<file path="src/rtl/csma_pkg.sv">
// Shared definitions for the CSMA/CA channel-access engine.
package csma_pkg;

  localparam int unsigned LFSR_WIDTH = 16;
  localparam int unsigned CW_EXP_MAX = 10;

  localparam logic [LFSR_WIDTH-1:0] LFSR_SEED = 16'hACE1;
  // Feedback taps for x^16+x^14+x^13+x^11+1, bit positions 15,13,12,10
  localparam logic [LFSR_WIDTH-1:0] LFSR_TAPS = 16'hB400;

  typedef enum logic [1:0] {
    ST_IDLE     = 2'd0,
    ST_WAIT_IFS = 2'd1,
    ST_BACKOFF  = 2'd2,
    ST_GRANT    = 2'd3
  } csma_state_e;

  // Contention-window exponent limited to CW_EXP_MAX
  function automatic logic [3:0] clamp_cw(input logic [3:0] cw);
    return (cw > 4'(CW_EXP_MAX)) ? 4'(CW_EXP_MAX) : cw;
  endfunction

endpackage

</file>
<file path="src/rtl/csma_lfsr.sv">
// Free-running 16-bit Fibonacci LFSR used as the backoff random source.
module csma_lfsr
  import csma_pkg::*;
(
  input  logic                  clk,
  input  logic                  rst,
  output logic [LFSR_WIDTH-1:0] lfsr
);

  logic fb;

  assign fb = ^(lfsr & LFSR_TAPS);

  // Advance every cycle; the all-zero lock-up state is never kept
  always_ff @(posedge clk) begin
    if (rst) begin
      lfsr <= LFSR_SEED;
    end else if (lfsr == '0) begin
      lfsr <= LFSR_SEED;
    end else begin
      lfsr <= {lfsr[LFSR_WIDTH-2:0], fb};
    end
  end

endmodule

</file>
<file path="src/rtl/csma_backoff.sv">
// CSMA/CA channel-access engine: IFS wait, slotted random backoff, grant.
// Optional feature macro: CSMA_EIFS_EN selects EIFS after a bad FCS.
module csma_backoff
  import csma_pkg::*;
#(
  parameter int unsigned CLK_PER_US = 100,
  parameter int unsigned IFS_WIDTH  = 8,
  parameter int unsigned SLOT_WIDTH = 6,
  parameter int unsigned BO_WIDTH   = 10
) (
  input  logic                  clk,
  input  logic                  rst,
  input  logic                  ch_idle,
  input  logic                  tx_req,
  input  logic                  tx_abort,
  input  logic                  tx_done,
  input  logic [3:0]            cw_exp,
  input  logic [IFS_WIDTH-1:0]  difs_top,
  input  logic [IFS_WIDTH-1:0]  eifs_top,
  input  logic [SLOT_WIDTH-1:0] slot_top,
  input  logic                  fcs_in_strobe,
  input  logic                  fcs_ok,
  output logic                  tx_grant,
  output logic                  access_busy,
  output logic [BO_WIDTH-1:0]   bo_remaining
);

  localparam int unsigned PRE_W = (CLK_PER_US > 1) ? $clog2(CLK_PER_US) : 1;

  csma_state_e             state;
  logic [PRE_W-1:0]        prescaler;
  logic [IFS_WIDTH-1:0]    ifs_cnt;
  logic [SLOT_WIDTH-1:0]   slot_cnt;
  logic [LFSR_WIDTH-1:0]   lfsr;
  logic [IFS_WIDTH-1:0]    ifs_sel;
  logic [SLOT_WIDTH-1:0]   slot_eff;
  logic [BO_WIDTH-1:0]     bo_mask;
  logic [BO_WIDTH-1:0]     bo_seed;
  logic                    us_tick;
  logic                    ifs_done;
  logic                    slot_last;

  csma_lfsr u_lfsr (
    .clk  (clk),
    .rst  (rst),
    .lfsr (lfsr)
  );

`ifdef CSMA_EIFS_EN
  logic eifs_flag;

  // Remember whether the most recent reception ended with a bad FCS
  always_ff @(posedge clk) begin
    if (rst) begin
      eifs_flag <= 1'b0;
    end else if (fcs_in_strobe) begin
      eifs_flag <= ~fcs_ok;
    end
  end

  assign ifs_sel = eifs_flag ? eifs_top : difs_top;
`else
  logic unused_eifs;

  assign unused_eifs = ^{fcs_in_strobe, fcs_ok, eifs_top};
  assign ifs_sel     = difs_top;
`endif

  logic unused_lfsr;

  assign unused_lfsr = ^lfsr;
  assign bo_seed     = lfsr[BO_WIDTH-1:0];
  assign bo_mask     = BO_WIDTH'((32'd1 << clamp_cw(cw_exp)) - 32'd1);
  assign us_tick     = (prescaler == PRE_W'(CLK_PER_US - 1));
  assign slot_eff    = (slot_top == '0) ? SLOT_WIDTH'(1) : slot_top;
  assign slot_last   = (slot_cnt == slot_eff - SLOT_WIDTH'(1));
  // An IFS of zero completes on the first idle cycle without waiting for a tick
  assign ifs_done    = (ifs_sel == '0) ||
                       (us_tick && (ifs_cnt == ifs_sel - IFS_WIDTH'(1)));

  // Access FSM with prescaler, IFS/slot counters and registered outputs
  always_ff @(posedge clk) begin
    if (rst) begin
      state        <= ST_IDLE;
      tx_grant     <= 1'b0;
      access_busy  <= 1'b0;
      bo_remaining <= '0;
      prescaler    <= '0;
      ifs_cnt      <= '0;
      slot_cnt     <= '0;
    end else begin
      prescaler <= us_tick ? '0 : prescaler + PRE_W'(1);
      case (state)
        ST_IDLE: begin
          if (tx_req) begin
            bo_remaining <= bo_seed & bo_mask;
            prescaler    <= '0;
            ifs_cnt      <= '0;
            access_busy  <= 1'b1;
            state        <= ST_WAIT_IFS;
          end
        end
        ST_WAIT_IFS: begin
          if (tx_abort) begin
            state        <= ST_IDLE;
            access_busy  <= 1'b0;
            bo_remaining <= '0;
          end else if (!ch_idle) begin
            ifs_cnt   <= '0;
            prescaler <= '0;
          end else if (ifs_done) begin
            ifs_cnt <= '0;
            if (bo_remaining == '0) begin
              state    <= ST_GRANT;
              tx_grant <= 1'b1;
            end else begin
              slot_cnt <= '0;
              state    <= ST_BACKOFF;
            end
          end else if (us_tick) begin
            ifs_cnt <= ifs_cnt + IFS_WIDTH'(1);
          end
        end
        ST_BACKOFF: begin
          if (tx_abort) begin
            state        <= ST_IDLE;
            access_busy  <= 1'b0;
            bo_remaining <= '0;
          end else if (!ch_idle) begin
            // Freeze the slot count and re-run the full IFS once idle again
            ifs_cnt   <= '0;
            prescaler <= '0;
            state     <= ST_WAIT_IFS;
          end else if (us_tick) begin
            if (slot_last) begin
              slot_cnt     <= '0;
              bo_remaining <= bo_remaining - BO_WIDTH'(1);
              if (bo_remaining == BO_WIDTH'(1)) begin
                state    <= ST_GRANT;
                tx_grant <= 1'b1;
              end
            end else begin
              slot_cnt <= slot_cnt + SLOT_WIDTH'(1);
            end
          end
        end
        ST_GRANT: begin
          if (tx_abort || tx_done) begin
            state        <= ST_IDLE;
            tx_grant     <= 1'b0;
            access_busy  <= 1'b0;
            bo_remaining <= '0;
          end
        end
        default: begin
          state <= ST_IDLE;
        end
      endcase
    end
  end

endmodule
</file>
<file path="config.mk">
export PLATFORM = sky130hd
export DESIGN_NAME = csma_backoff
export DESIGN_NICKNAME = d
export VERILOG_FILES = /design/src/rtl/csma_pkg.sv /design/src/rtl/csma_lfsr.sv /design/src/rtl/csma_backoff.sv
export SDC_FILE = /design/constraint.sdc
export NUM_CORES = 1
export LEC_CHECK = 0
export CORE_MARGIN = 5
export CORE_UTILIZATION = 59
export CTS_CLUSTER_SIZE = 8
export DETAILED_ROUTE_END_ITERATION = 10
export PLACE_DENSITY = 0.91
export SYNTH_ARGS = -nofsm -noshare
export SYNTH_HDL_FRONTEND = slang
export SYNTH_HIERARCHICAL = 1
export SYNTH_SLANG_ARGS = --single-unit
</file>
<file path="constraint.sdc">
create_clock -name clk -period 5 [get_ports clk]
set_input_delay 1.5 -clock clk [delete_from_list [all_inputs] [get_ports clk]]
set_output_delay 1.5 -clock clk [all_outputs]
set_load 0.005 [all_outputs]
</file>
Yosys cells after proc, flatten, opt, wreduce, memory -nomap -nowiden --
Index checks and enable logic that the tools add are counted.
Word-level totals: register bits after elaboration 51, bits in latches 0, bits in writable memories 0, memory bits (read-only) 0, input bits 34, output and inout port bits 12, logic and storage cells 127, memories kept 0
Operators by class: add/subtract/negate cells 7, multiply operators 0, divide/modulo/power cells 0, order comparisons 1, equal/unequal tests 31, shift operators 1, mux-type cells 58, bitwise gates (word level) 1, reduce and logical (&&, ||, !) cells 20
Operators with widths (count):
- two-way mux 10 bit | 7
- two-way mux 8 bit | 7
- two-way mux 6 bit | 9
- one-hot mux 10 bit (4 select lines) | 1
- two-way mux 7 bit | 4
- != test 2 bit (second input constant) | 14
- one-hot mux 8 bit (3 select lines) | 1
- two-way mux 2 bit | 10
- subtractor 10 x 1 -> 10 bit (second input constant) | 2
- logical NOT 16 bit | 1
- != test 4 bit (second input constant) | 4
- XOR reduction 16 bit | 1
- != test 3 bit (second input constant) | 5
- one-hot mux 7 bit (2 select lines) | 1
- two-way mux 1 bit | 13
- one-hot mux 6 bit (2 select lines) | 1
- AND reduction 6 bit | 2
- AND reduction 11 bit | 1
- AND 10 bit | 1
- == test 10 x 1 -> 1 bit (second input constant) | 1
- logical NOT 10 bit | 1
- << shifter 1 x 4 -> 10 bit (first input constant) | 1
- adder 8 x 1 -> 8 bit (second input constant) | 1
- == test 8 bit | 1
- other kinds (24) | 29

Logic depth before layout (Yosys ltp) --
Gate-level depths: netlist (run 1).
depth after elaboration 9, mapped depth 10, depth with buffers taken out 9

By module --
The synthesis (run 1) kept the hierarchy.
Modules (own cells, without submodules):
- csma_backoff | instances 1, cells an instance 333, area each 2647.5 µm², sequential area each 700.7 µm²
- csma_lfsr | instances 1, cells an instance 44, area each 509.2 µm², sequential area each 320.3 µm²

Worst setup path before layout (run 1) --
OpenSTA, ideal clock, no wires.
kind input to register, from input port difs_top[2], to register slot_cnt[4], library setup time 0.086 ns, arrival 3.652 ns, data required time 4.914 ns, setup slack 1.263 ns, stages on the path 7, path buffers 1, cells stage by stage or4_4 or4b_1 a22oi_1 a31oi_1 buf_6 or4_1 a211oi_1
Between the ends: longest elaborated chain between the ends 6, elaborated cells on any way between the ends 7, those cells by class add/sub: 1; eq/ne: 2; reduce/logical: 4
Ends and longest elaborated chain:
- from (decl) | line csma_backoff.sv:18 | input logic [IFS_WIDTH-1:0] difs_top,
- subtractor 8 x 1 -> 8 bit | line csma_backoff.sv:79 | (us_tick && (ifs_cnt == ifs_sel - IFS_WIDTH'(1)));
- == test 8 bit | line csma_backoff.sv:79
- logical AND 1 bit | line csma_backoff.sv:79
- logical OR 1 bit (*) | line csma_backoff.sv:78 | assign ifs_done = (ifs_sel == '0) ||
- != test 2 bit (no line) (*)
- AND reduction 8 bit (no line) (*)
- to (signal assigned) | line csma_backoff.sv:143 | slot_cnt <= slot_cnt + SLOT_WIDTH'(1);
- to (decl) | line csma_backoff.sv:33 | logic [SLOT_WIDTH-1:0] slot_cnt;
Every way passes the cells marked *; elsewhere a longest branch is shown, timed or not. A chain may end at the register's enable or synchronous reset.

Worst setup path after layout (run 1) --
from input port difs_top[2], to register tx_grant
Between the ends: longest elaborated chain between the ends 6, elaborated cells on any way between the ends 7, those cells by class add/sub: 1; eq/ne: 2; reduce/logical: 4
Ends and longest elaborated chain:
- subtractor 8 x 1 -> 8 bit | line csma_backoff.sv:79
- == test 8 bit | line csma_backoff.sv:79
- logical AND 1 bit | line csma_backoff.sv:79
- logical OR 1 bit (*) | line csma_backoff.sv:78
- != test 2 bit (no line) (*)
- AND reduction 11 bit (no line) (*)
- to (signal assigned) | line csma_backoff.sv:85 | tx_grant <= 1'b0;
- to (signal assigned) | line csma_backoff.sv:115 | tx_grant <= 1'b1;
- to (signal assigned) | line csma_backoff.sv:140 | tx_grant <= 1'b1;
- to (decl) | line csma_backoff.sv:23 | output logic tx_grant,
Marks and branches as above.

==> impl_metrics.tcl, run 1 <==
set metrics [dict create \
    comb_power_share_pct 29.7 \
    layout-drive-gt1-share_pct 5.17 \
    vias_per_cell 6.38 \
    grt_usage_pct 22.8 \
    gr-total-overflow 0 \
    antenna_found_initial 0 \
    clock_skew_ns 0.00386 \
    post-route-period-util_pct 88.6 \
    leakage_nw 1.33 \
    timing.final.crit_period_ns 4.43 \
    crit_type "input port to flop" \
    vdd_drop_max_v 0.000206 \
    wire_per_inst_um 16.5 \
    io_buffers 35 \
    hp-start "prescaler[0]" \
    worst_r2r_path_depth 6 \
    setup-tns-final_ns 0 \
    grt_max_degree 27 \
    worstPathArrival_ns 4.64 \
    postRouteAntennaNets 0 \
    nets 454 \
    hold_buffers 0 \
    r2r_setup_slack_ns 2.06 \
    gp_congestion 0.883 \
    path_clk_slew_ns 0.10 \
    start_kind "input port" \
    io_pins 46 \
    cts_made_buffers 5 \
    p_total_mw 1.03 \
    cts_resized 0 \
    seqPwrFrac_pct 44.9 \
    postCtsSetupRepairBufs 0 \
    start_util_pct 61.4 \
    hold_class "flop to flop" \
    tritoncts "built" \
    power_frac_clock_pct 25.4 \
    synth_cell_types 59 \
    final-hold-violation-count 0 \
    synth_top_area_cell "dfxtp_1" \
    core_um2 5140 \
    synthTopCellsByCount "dfxtp_1, nand2_1, nor2_1, o21ai_0, nor3_1" \
    hold_depth 1 \
    netlist_area_um2 3160 \
    worstPathCellList "clkdlybuf4s50_1 -> or4_4 -> o41ai_1 -> a22oi_1 -> a31oi_1 -> buf_4 -> a211o_1 -> mux2_2" \
    cellPowerDensity_nw_per_um2 282 \
    crit-reg2reg-launch "bo_remaining[4]" \
    relSlewSlack_pct 23.1 \
    synth_edf_count 0 \
    critical_path.max_fanout 15 \
    yosys_warnings 6 \
    synth.most_common_cell "dfxtp_1" \
    fillCellCount 436 \
    regArea_um2 1020 \
    dieArea_um2 6910 \
    syn_avg_cell_area_um2 8.37 \
    syn2layout_area_growth_pct 15.3 \
    hpwl_mm 5.74 \
    drc 0 \
    first_global_vias 2943 \
    slew_viol_final 0 \
    yosys.area.top_type_share_pct 32.3 \
    cts_buffer_depth 2 \
    diodes 0 \
    vias 3038 \
    intPower_mw 0.667 \
    wirelength_mm 7.86 \
    root_buffer "clkbuf_8" \
    finalSetupViolations 0 \
    critical_path.max_stage_delay_ns 0.87 \
    netlist_top_cells_area "dfxtp_1, ha_1, xor2_1" \
    cp-end-kind "flop" \
    num_rows 26 \
    rsz0062_at_grt "false" \
    status "finished clean" \
    net-switching-power_mw 0.361 \
    r2r-end "tx_grant" \
    postSynthCellCount 377 \
    dieHeight_um 83.1 \
    htreeDepth 2 \
    min_to "prescaler[0]" \
    grt_pass1_wl_mm 13.4 \
    ys_ff_latch 51 \
    cpMaxStageDelayCell "a31oi_1" \
    ys_async_sr_fraction_pct 0 \
    ys.flop_type "dfxtp_1" \
    crit_required_ns 5.22 \
    worst_pin_slew_ns 1.15 \
    final_util_pct 70.8 \
    worst_hold_slack_ns 0.450 \
    die_w_um 83.1 \
    yosysSeqAreaShare_pct 32.3 \
    dr.pass1.iters 4 \
    syn_nets 426 \
    fmax_mhz 226 \
    maxCapViolCount 0 \
    detail_route.iter0.violations 223 \
    placed_cells 468 \
    clock_sink_count 51 \
    multi_input_area_um2 1990 \
    p_sw_share_pct 35.1 \
    clk_latency_ns 0.32 \
    stdcell_count 476 \
]
==> worst max-delay path by stage <==
stage	slack, ns	to	start
3_3_place_gp	0.36	tx_grant	difs_top[2]
3_5_place_dp	0.28	slot_cnt[5]	difs_top[2]
2_1_floorplan	1.26	slot_cnt[4]	difs_top[2]
5_1_grt	0.36	ifs_cnt[2]	difs_top[2]
6_report	0.57	tx_grant	difs_top[2]
4_1_cts	0.61	slot_cnt[5]	difs_top[2]
==> metrics by stage <==
step,instance area [um^2],setup WS (ns)
after floorplan,3160,1.26
final,3640,0.572
after global placement,3540,0.360
after detailed placement,3540,0.276
after CTS,3640,0.613
after global routing,3640,0.361
==> kinds of logic after synthesis <==
group | Yosys count | synth area share [%]
buffers and inverters | 34 | 4.52
flip-flops | 51 | 32.3
AND/OR/NAND/NOR | 152 | 26.4
multiplexers | 2 | 0.674
XOR/XNOR | 31 | 8.60
AO/OA/AOI/OAI | 92 | 21.6
adder cells (fa/ha/maj) | 15 | 5.95
==> power groups by stage <==
stage               logic (mW)  registers, mW  clock network, mW
floorplan                0.198          0.464                  0
global placement         0.288          0.469                  0
detailed placement       0.297          0.470                  0
CTS                      0.301          0.461              0.267
global route             0.335          0.466              0.282
finish                   0.305          0.462              0.260
==> layout by cell type, fill, tap and decap left out, types with 2 or more instances in the layout <==
cell / instances
clkdlybuf4s50_1: 35
xnor2_1: 14
nor2b_1: 12
buf_4: 4
a211o_1: 2
and2_1: 2
nor2_1: 24
o311ai_0: 2
xor2_1: 17
nor3_1: 19
a31oi_1: 4
nand4_1: 2
nor4_1: 7
ha_1: 15
nand4b_1: 2
inv_1: 16
nand2b_1: 7
or4_1: 4
a211oi_1: 12
a2111o_1: 4
nand3_1: 14
nor4b_1: 3
a32o_1: 7
clkbuf_8: 5
o32ai_1: 4
a21oi_1: 9
a21o_1: 4
nand2_1: 25
dfxtp_1: 51
or2_2: 2
or3_1: 13
and3_1: 5
o21ai_0: 21
o31ai_1: 6
o211ai_1: 3
nor3b_1: 3
==> state kept, by name (all words and copies together) (netlist names) <==
signal,flops
slot_cnt,6
access_busy,1
ifs_cnt,8
bo_remaining,10
tx_grant,1
prescaler,7
u_lfsr/lfsr,16
state,2
==> area by class of cell <==
type	count	share of cell area, %
clock inverter	3	0.757
multi-input combinational	292	54.8
sequential	51	28.1
timing repair buffer	39	10.5
clock buffer	5	1.89
inverter	16	1.65
tap	70	2.41
==> critical path: cells and delay by family <==
kind                   cells  cell delay [ns]
muxes                      1             0.33
buffers and inverters      2             0.82
and+or+nand+nor            1             0.61
AOI/OAI and AO/OA          4             1.38
==> metal layers <==
layer	GRT usage, %	part of all wire [%]	up-vias
met3	3.47	5.2	33
met2	40.0	49	123
li1	-	-	1459
met1	26.8	42	1423
met5	0	0	-
met4	11.3	3.9	0
(Power assumes the default switching activity.)
==> run 2, diff against run 1 <==
--- a/config.mk
+++ b/config.mk
@@ -5,6 +5,7 @@
 export SDC_FILE = /design/constraint.sdc
 export NUM_CORES = 1
 export LEC_CHECK = 0
+export CAP_MARGIN = 5
 export CORE_MARGIN = 5
 export CORE_UTILIZATION = 59
 export CTS_CLUSTER_SIZE = 8
==> results of run 2 <==
No change in the layout: final DEF, timing and power equal those of run 1.
==> run 3, diff against run 2 <==
--- a/config.mk
+++ b/config.mk
@@ -10,7 +10,7 @@
 export CORE_UTILIZATION = 59
 export CTS_CLUSTER_SIZE = 8
 export DETAILED_ROUTE_END_ITERATION = 10
-export PLACE_DENSITY = 0.91
+export PLACE_DENSITY = 0.94
 export SYNTH_ARGS = -nofsm -noshare
 export SYNTH_HDL_FRONTEND = slang
 export SYNTH_HIERARCHICAL = 1
==> impl_metrics.tcl, run 3 (same netlist as run 1, synthesis figures left out) <==
set metrics [dict create \
    status "finished clean" \
    dp_slack_ns 0.204 \
    drc 0 \
    worst-path-buf-inv 1 \
    finalSetupViolations 0 \
    cp-end-kind "flop" \
    worstPathCellList "clkdlybuf4s50_1 -> nor4_1 -> a21oi_1 -> ha_1 -> xor2_1 -> xnor2_1 -> nand3_1 -> a2111o_1 -> a211oi_2 -> a32o_1" \
    antenna_found_initial 0 \
    cts_buffer_depth 2 \
    worstPathArrival_ns 4.69 \
    vias_per_cell 6.23 \
    vias 2973 \
    crit_type "input port to flop" \
    postLayoutCellArea_um2 3640 \
    hpwl_mm 5.73 \
    start_util_pct 61.4 \
    start_kind "input port" \
    reg.largest.list "u_lfsr/lfsr (16), bo_remaining (10), ifs_cnt (8)" \
    grt_pass1_wl_mm 13.3 \
    layout-drive-gt1-share_pct 5.41 \
    postCtsSetupRepairBufs 0 \
    relSlewSlack_pct 41.7 \
    vdd_drop_max_v 0.000215 \
    dieHeight_um 83.1 \
    postRouteAntennaNets 0 \
    fmax_mhz 226 \
    clock_sink_count 51 \
    io_buffers 35 \
    core_um2 5140 \
    nets 455 \
    path_clk_slew_ns 0.10 \
    wirelength_mm 7.80 \
    io_pins 46 \
    worst_slack_ns 0.572 \
    hold_class "flop to flop" \
    dr.pass1.iters 5 \
    syn2layout_area_growth_pct 15.5 \
    crit_required_ns 5.26 \
    gr-total-overflow 0 \
    setup-tns-final_ns 0 \
    cpLargestDelayFamily "compound AO/OA/AOI/OAI gates" \
    cts_made_buffers 5 \
    dieArea_um2 6910 \
    final_common_cell "dfxtp_1" \
    first_global_vias 2879 \
    cpMaxStageDelayCell "a211oi_2" \
    grt_max_degree 24 \
    hold_buffers 0 \
    maxCapViolCount 0 \
    rsz0062_at_grt "false" \
    grt_usage_pct 22.8 \
    place_area_um2 3540 \
    timing.final.crit_period_ns 4.43 \
    cellPowerDensity_nw_per_um2 282 \
    wire_per_inst_um 16.3 \
    post-route-period-util_pct 88.6 \
    largest_register_ffs 16 \
    clk_latency_ns 0.32 \
    final-hold-violation-count 0 \
    die_w_um 83.1 \
    num_rows 26 \
    diodes 0 \
    tritoncts "built" \
    final_util_pct 70.9 \
    gp_congestion 0.899 \
    slew_viol_final 0 \
    root_buffer "clkbuf_8" \
    regMostFlops "u_lfsr/lfsr" \
    final_cell_mix "dfxtp_1, clkdlybuf4s50_1, nand2_1, nor2_1, o21ai_0" \
    critical_path.max_stage_delay_ns 0.55 \
    leakage_nw 1.34 \
    cts_resized 0 \
    worst_pin_slew_ns 0.872 \
    critical_path.max_fanout 7 \
    htreeDepth 2 \
    clock_skew_ns 0.00306 \
    worst_hold_slack_ns 0.459 \
    detail_route.iter0.violations 263 \
]
-- run 3: changes by cell type in the layout (fill, tap and decap cells not counted) --
cell | previous run | this run
inv_8 | 1 | 0
clkinvlp_4 | 1 | 0
clkinv_4 | 0 | 1
inv_6 | 1 | 2
clkbuf_4 | 0 | 1
-- run 3: per-stage QoR --
| stage | std cells | power, mW |
|---|---|---|
| final | 477 | 1.03 |
| after global routing | 477 | 1.08 |
| after CTS | 476 | 1.02 |
| after global placement | 468 | 0.754 |
| after detailed placement | 468 | 0.768 |
| after floorplan | 377 | 0.662 |
-- run 3: layout make-up --
cell class              instances  area (um^2)
clock buffers                   5         68.8
repair buffers                 40          388
well taps                      70         87.6
fillers                       422         1500
inverters                      16         60.1
multi-input cells             292         1990
flip-flops and latches         51         1020
clock inverters                 3         26.3
-- run 3: power breakdown --
| part | total (mW) | internal, mW | switching, mW |
|---|---|---|---|
| clock network | 0.257 | 0.103 | 0.153 |
| registers | 0.463 | 0.434 | 0.0294 |
| logic | 0.306 | 0.133 | 0.173 |
-- run 3: final timing paths --
| check | start | endpoint | slack [ns] | cells after the start |
|---|---|---|---|---|
| max | slot_top[2] | bo_remaining[9] | 0.57 | 10 |
| max reg2reg | state[0] | bo_remaining[8] | 2.00 | 8 |
| min reg2reg | u_lfsr/lfsr[13] | u_lfsr/lfsr[14] | 0.46 | 2 |
| min | u_lfsr/lfsr[13] | u_lfsr/lfsr[14] | 0.46 | 2 |
-- run 3: per-layer routing --
layer	global-route usage (%)	vias up	share of wire, %
li1	-	1455	-
met1	28.5	1404	43
met2	39.4	103	49
met3	4.26	11	6.1
met4	7.28	0	1.6
met5	0	-	0
-- run 3: tightest hold or removal path, stage by stage (launching register included) --
cell,delay (ns)
dfxtp_1,0.31
inv_1,0.06
nor3_1,0.05
